### config.mk
export PLATFORM = sky130hd
export DESIGN_NAME = ram_port_arbiter
export DESIGN_NICKNAME = d
export VERILOG_FILES = /design/src/rtl/ram_ctrl_pkg.sv /design/src/rtl/rr_pick2.sv /design/src/rtl/ram_port_arbiter.sv
export SDC_FILE = /design/constraint.sdc
export NUM_CORES = 1
export LEC_CHECK = 0
export BUFFER_PORTS_ARGS = -buffer_cell sky130_fd_sc_hd__buf_2
export CAP_MARGIN = 15
export CORE_ASPECT_RATIO = 1.1
export CORE_MARGIN = 2
export CORE_UTILIZATION = 48
export DETAILED_ROUTE_END_ITERATION = 8
export PLACE_DENSITY_LB_ADDON = 0.15
export SLEW_MARGIN = 20
export SYNTH_ARGS = -nofsm -noshare
export SYNTH_HDL_FRONTEND = slang
export SYNTH_SLANG_ARGS = --single-unit
### constraint.sdc
create_clock -name clk -period 3.9 [get_ports clk]
set_clock_uncertainty 0.15 [all_clocks]
set_input_delay 0.39 -clock clk [delete_from_list [all_inputs] [get_ports clk]]
set_output_delay 0.39 -clock clk [all_outputs]
set_load 0.01 [all_outputs]
### src/rtl/ram_ctrl_pkg.sv
// Shared definitions for the RAM port arbiter: FSM encoding, default widths,
// and a small helper used when rotating arbitration priority.
package ram_ctrl_pkg;

  localparam int ADDR_W_DEF = 4;
  localparam int DATA_W_DEF = 8;

  typedef enum logic [1:0] {
    IDLE   = 2'd0,
    ACCESS = 2'd1,
    DONE   = 2'd2
  } state_t;

  // Priority always moves to the requester that lost (or was absent).
  function automatic logic other_id(input logic id);
    return ~id;
  endfunction

endpackage

### src/rtl/rr_pick2.sv
// Two-way round-robin pick: chooses the winner for this cycle and reports
// where priority should point once that grant is taken.
module rr_pick2
  import ram_ctrl_pkg::*;
(
  input  logic req0,
  input  logic req1,
  input  logic prio,
  output logic gnt_id,
  output logic gnt_valid,
  output logic next_prio
);

  always_comb begin
    gnt_valid = req0 | req1;
    gnt_id    = 1'b0;
    if (req0 && req1) begin
      gnt_id = prio;
    end else if (req1) begin
      gnt_id = 1'b1;
    end
    next_prio = gnt_valid ? other_id(gnt_id) : prio;
  end

endmodule

### src/rtl/ram_port_arbiter.sv
// Shares one asynchronous-read RAM port between two requesters. Each accepted
// request runs IDLE -> ACCESS -> DONE; ack pulses in DONE.
// Handshake: a requester holds req until it sees its one-cycle ack; requests
// are only sampled in IDLE, so a req still high in the ack cycle is not
// re-accepted.
module ram_port_arbiter
  import ram_ctrl_pkg::*;
#(
  parameter int ADDR_W = ADDR_W_DEF,
  parameter int DATA_W = DATA_W_DEF
) (
  input  logic              clk,
  input  logic              rst,
  input  logic              req0,
  input  logic              we0,
  input  logic [ADDR_W-1:0] addr0,
  input  logic [DATA_W-1:0] wdata0,
  input  logic              req1,
  input  logic              we1,
  input  logic [ADDR_W-1:0] addr1,
  input  logic [DATA_W-1:0] wdata1,
  output logic              ack0,
  output logic              ack1,
  output logic [DATA_W-1:0] rdata,
  output logic              ram_we,
  output logic [ADDR_W-1:0] ram_addr,
  output logic [DATA_W-1:0] ram_wdata,
  input  logic [DATA_W-1:0] ram_rdata,
  output state_t            fsm_state
);

  state_t              state;
  state_t              next_state;
  logic                prio;
  logic                lat_id;
  logic                lat_we;
  logic [ADDR_W-1:0]   lat_addr;
  logic [DATA_W-1:0]   lat_wdata;
  logic [DATA_W-1:0]   rdata_q;
  logic                gnt_id;
  logic                gnt_valid;
  logic                next_prio;
  logic                accept;

  rr_pick2 u_pick (
    .req0      (req0),
    .req1      (req1),
    .prio      (prio),
    .gnt_id    (gnt_id),
    .gnt_valid (gnt_valid),
    .next_prio (next_prio)
  );

  assign accept = (state == IDLE) && gnt_valid;

  always_ff @(posedge clk) begin
    if (rst) begin
      state <= IDLE;
    end else begin
      state <= next_state;
    end
  end

  always_comb begin
    next_state = state;
    case (state)
      IDLE:    if (gnt_valid) next_state = ACCESS;
      ACCESS:  next_state = DONE;
      DONE:    next_state = IDLE;
      default: next_state = IDLE;
    endcase
  end

  // Winner's request is frozen here so later input changes cannot leak in.
  always_ff @(posedge clk) begin
    if (rst) begin
      prio      <= 1'b0;
      lat_id    <= 1'b0;
      lat_we    <= 1'b0;
      lat_addr  <= '0;
      lat_wdata <= '0;
      rdata_q   <= '0;
    end else begin
      if (accept) begin
        prio      <= next_prio;
        lat_id    <= gnt_id;
        lat_we    <= gnt_id ? we1 : we0;
        lat_addr  <= gnt_id ? addr1 : addr0;
        lat_wdata <= gnt_id ? wdata1 : wdata0;
      end
      if ((state == ACCESS) && !lat_we) begin
        rdata_q <= ram_rdata;
      end
    end
  end

  // Outputs decode straight from state, so a reset asserted in ACCESS still
  // lets that cycle's strobe commit, and one asserted in DONE keeps the ack.
  always_comb begin
    ram_we    = (state == ACCESS) && lat_we;
    ack0      = (state == DONE) && !lat_id;
    ack1      = (state == DONE) && lat_id;
    ram_addr  = lat_addr;
    ram_wdata = lat_wdata;
    rdata     = rdata_q;
    fsm_state = state;
  end

endmodule

==> results.toml <==
[yosys]
synthesis.yosys.warnings = 0
yosysSeqAreaShare = 0.403
synth.top_cells.by_area = "dfxtp_1 (40%), a311oi_2 (11%), mux2i_1 (6.5%)"
syn-num-nets = 164
postSynthRegisterBits = 25
synth.lib_cells_used.distinct = 26
synthesized_instance_count = 126
syn_area_um2 = 1240
post_synth.cell_area_avg_um2 = 9.85
synth_top_cell_area_share = 0.403
synth_largest_area_cell = "dfxtp_1"

[grt]
grt_pass1_vias = 1089
groute.usage.overall = 0.198
grt_overflow_total = 0
grt.met3_usage = 0.0340
busiest_layer = "met2"
antenna_found_initial = 0
globalRouteMet2Util = 0.341
grt_first_pass_wirelength_um = 4650
grt_use_met1 = 0.246
grt_max_degree = 26

[power]
max-vdd-ir-drop_v = 0.000293
comb_power_share = 0.273
pwr_density_cell_nw_per_um2 = 369
seq_power_share = 0.530
p_sw_frac = 0.310
internal_power_contribution_mw = 0.388
clk_pwr_share = 0.197
power.net_switching_mw = 0.174
fin_total_pwr_mw = 0.562
leakagePower_nw = 0.669

[sta]
rsz_0062_raised_after_global_routing = "false"
worst_hold_slack_ns = 0.154
setup_total_negative_slack_ns = 0
max_slew.worst_pin.slew_ns = 1.08
fin_ws_ns = 2.00
timing.slew.headroom = 0.276
layout_worst_path_cycle_share = 0.486
setup_viol = 0
maxClockFrequency_mhz = 527
final-hold-violation-count = 0
max_slew_vio_count = 0
layout_min_cycle_time_ns = 1.90

[run_status]
status = "complete, but fails checks"
failing_checks = "design-rule violations"

[clock_network]
clock_tree.root_cell = "clkbuf_4"
clock_path_buffers = 2
ctsHoldBuffers = 0
clk_pin_slew_worst_paths_ns = 0.14
numClockSinks = 25
post-cts-setup-buffers = 0
ctsResizeCount = 0
cts_buffers = 3
worstSkewPairLatency_ns = 0.31
ctsHtreeMaxLevel = 1
clock_tree_from_tritoncts = "yes"

[floorplanning]
core_area_um2 = 2470
die_area_um2 = 3010
row_count = 19
fp.dieH_um = 57.3
ioPinCount = 63
die_w_um = 52.5
initial_utilization = 0.502

[setup_path]
critical_path_required_ns = 3.88
reg2reg_depth = 2
timing.critical_path.cells = "nor3_2 -> a311oi_1"
critical-path-slowest-cell = "nor3_2"
worst_ep_arrival_time_ns = 1.88
worst_setup_path_end_kind = "flip-flop"
critPathMaxStageDelay_ns = 0.92
setup.worst_path.class = "reg -> reg"
startpoint_class = "flip-flop"
worstPathMaxFanout = 13

[place]
globalplace.congestion = 0.788
pre_cts_ws_ns = 1.75
detailed_place_hpwl_um = 2050
post_dp_cell_area_um2 = 1490
placement.io_buffers = 62
placed_cells_incl_taps = 205

[layout]
num-nets-final = 217
area_delta_synth_final_pct = 22.6
antenna-diode-count = 0
layout-drive-gt1-share = 0.494
number_of_non_filler_instances_in_the_completed_layout = 209
postLayoutCellArea_um2 = 1520
area.sequential_um2 = 500
finish.utilization = 0.615
number_of_filler_cells_placed_in_the_layout = 242
multi_input_area_um2 = 633

[drt]
detailroute.via_count = 1129
post_drt_via_cell_ratio = 5.40
remaining_drc_errors = 2
route.antenna.remaining_nets = 0
routed_wl_um = 2830
drt-wirelength-per-cell_um = 13.5
drt_pass1_iterations = 6
first_iter_violations = 12

[worst_hold_path]
hold_path_class = "in -> reg"
worst_hold_path.num_cells = 3

[job]
maxCapViolations = 0
## registers in the layout (all words and copies together) (netlist names)
signal,cells
fsm_state,2
prio,1
ram_addr,4
rdata,8
lat_id,1
ram_wdata,8
lat_we,1
## placed cells by master, fill, tap and decap left out
cell,count
nor2_4,1
mux2i_1,8
and2b_1,1
a21oi_1,6
a21oi_2,9
buf_4,1
nor3b_1,4
clkinv_2,1
nand3_1,14
nand2b_1,1
inv_1,1
nor2_1,8
o31ai_1,1
clkbuf_4,3
a311oi_2,9
buf_2,62
o21ai_0,11
or2_1,1
dfxtp_1,25
and3b_1,2
nor4_1,1
a311oi_1,4
o21ai_1,2
nor3_2,1
nor2_2,1
## worst paths after layout
check | start | end | slack (ns)
min | ram_rdata[5] | rdata[5]$_SDFFE_PP0P_ | 0.15
max | fsm_state[0]$_SDFFE_PP0P_ | ram_wdata[0]$_SDFFE_PP0P_ | 2.00
max reg2reg | fsm_state[0]$_SDFFE_PP0P_ | ram_wdata[0]$_SDFFE_PP0P_ | 2.00
min reg2reg | lat_id$_SDFFE_PP0P_ | lat_id$_SDFFE_PP0P_ | 0.34
## cells by family (layout without fill, tap and decap cells)
logic type | count (synthesis) | in the layout | share of synthesized area
AOI/OAI and AO/OA | 42 | 42 | 0.283
and+or+nand+nor | 35 | 35 | 0.162
DFF | 25 | 25 | 0.403
buffers and inverters | 16 | 68 | 0.0867
muxes | 8 | 8 | 0.0645
## Yosys cell counts
library cell  number
dfxtp_1           25
nand3_1           14
o21ai_0           11
a21oi_2            9
a311oi_2           9
mux2i_1            8
nor2_1             8
a21oi_1            6
a311oi_1           4
buf_2              4
buf_6              4
nor3b_1            4
buf_4              3
clkbuf_1           3
and3b_1            2
o21ai_1            2
and2b_1            1
clkbuf_2           1
inv_1              1
nand2b_1           1
nor2_2             1
nor2_4             1
nor3_2             1
nor4_1             1
o31ai_1            1
or2_1              1
## final cells by class
type | count | share of cell area
clock buffer | 3 | 0.0148
clock inverter | 1 | 0.00329
inverter | 1 | 0.00247
multi-input combinational | 85 | 0.416
sequential | 25 | 0.329
tap | 31 | 0.0255
timing repair buffer | 63 | 0.209
## worst max-delay path: cells and delay by family, from the launching register on
family / cells / cell delay [ns]
and+or+nand+nor: 1 / 0.92
DFF: 1 / 0.44
AOI/OAI and AO/OA: 1 / 0.20
## metal layers
metal,vias to the layer above,wire (um)
li1,570,-
met1,519,1200
met4,0,16
met2,38,1420
met5,-,0
met3,2,195
## power groups by stage
stage | clock, mW | sequential (mW) | combinational, mW
final | 0.111 | 0.298 | 0.153
after floorplan | 0 | 0.310 | 0.103
after detailed placement | 0 | 0.304 | 0.155
after global placement | 0 | 0.302 | 0.150
after global routing | 0.125 | 0.302 | 0.169
after CTS | 0.114 | 0.298 | 0.155
No activity file was read; power rests on OpenSTA's default activity.
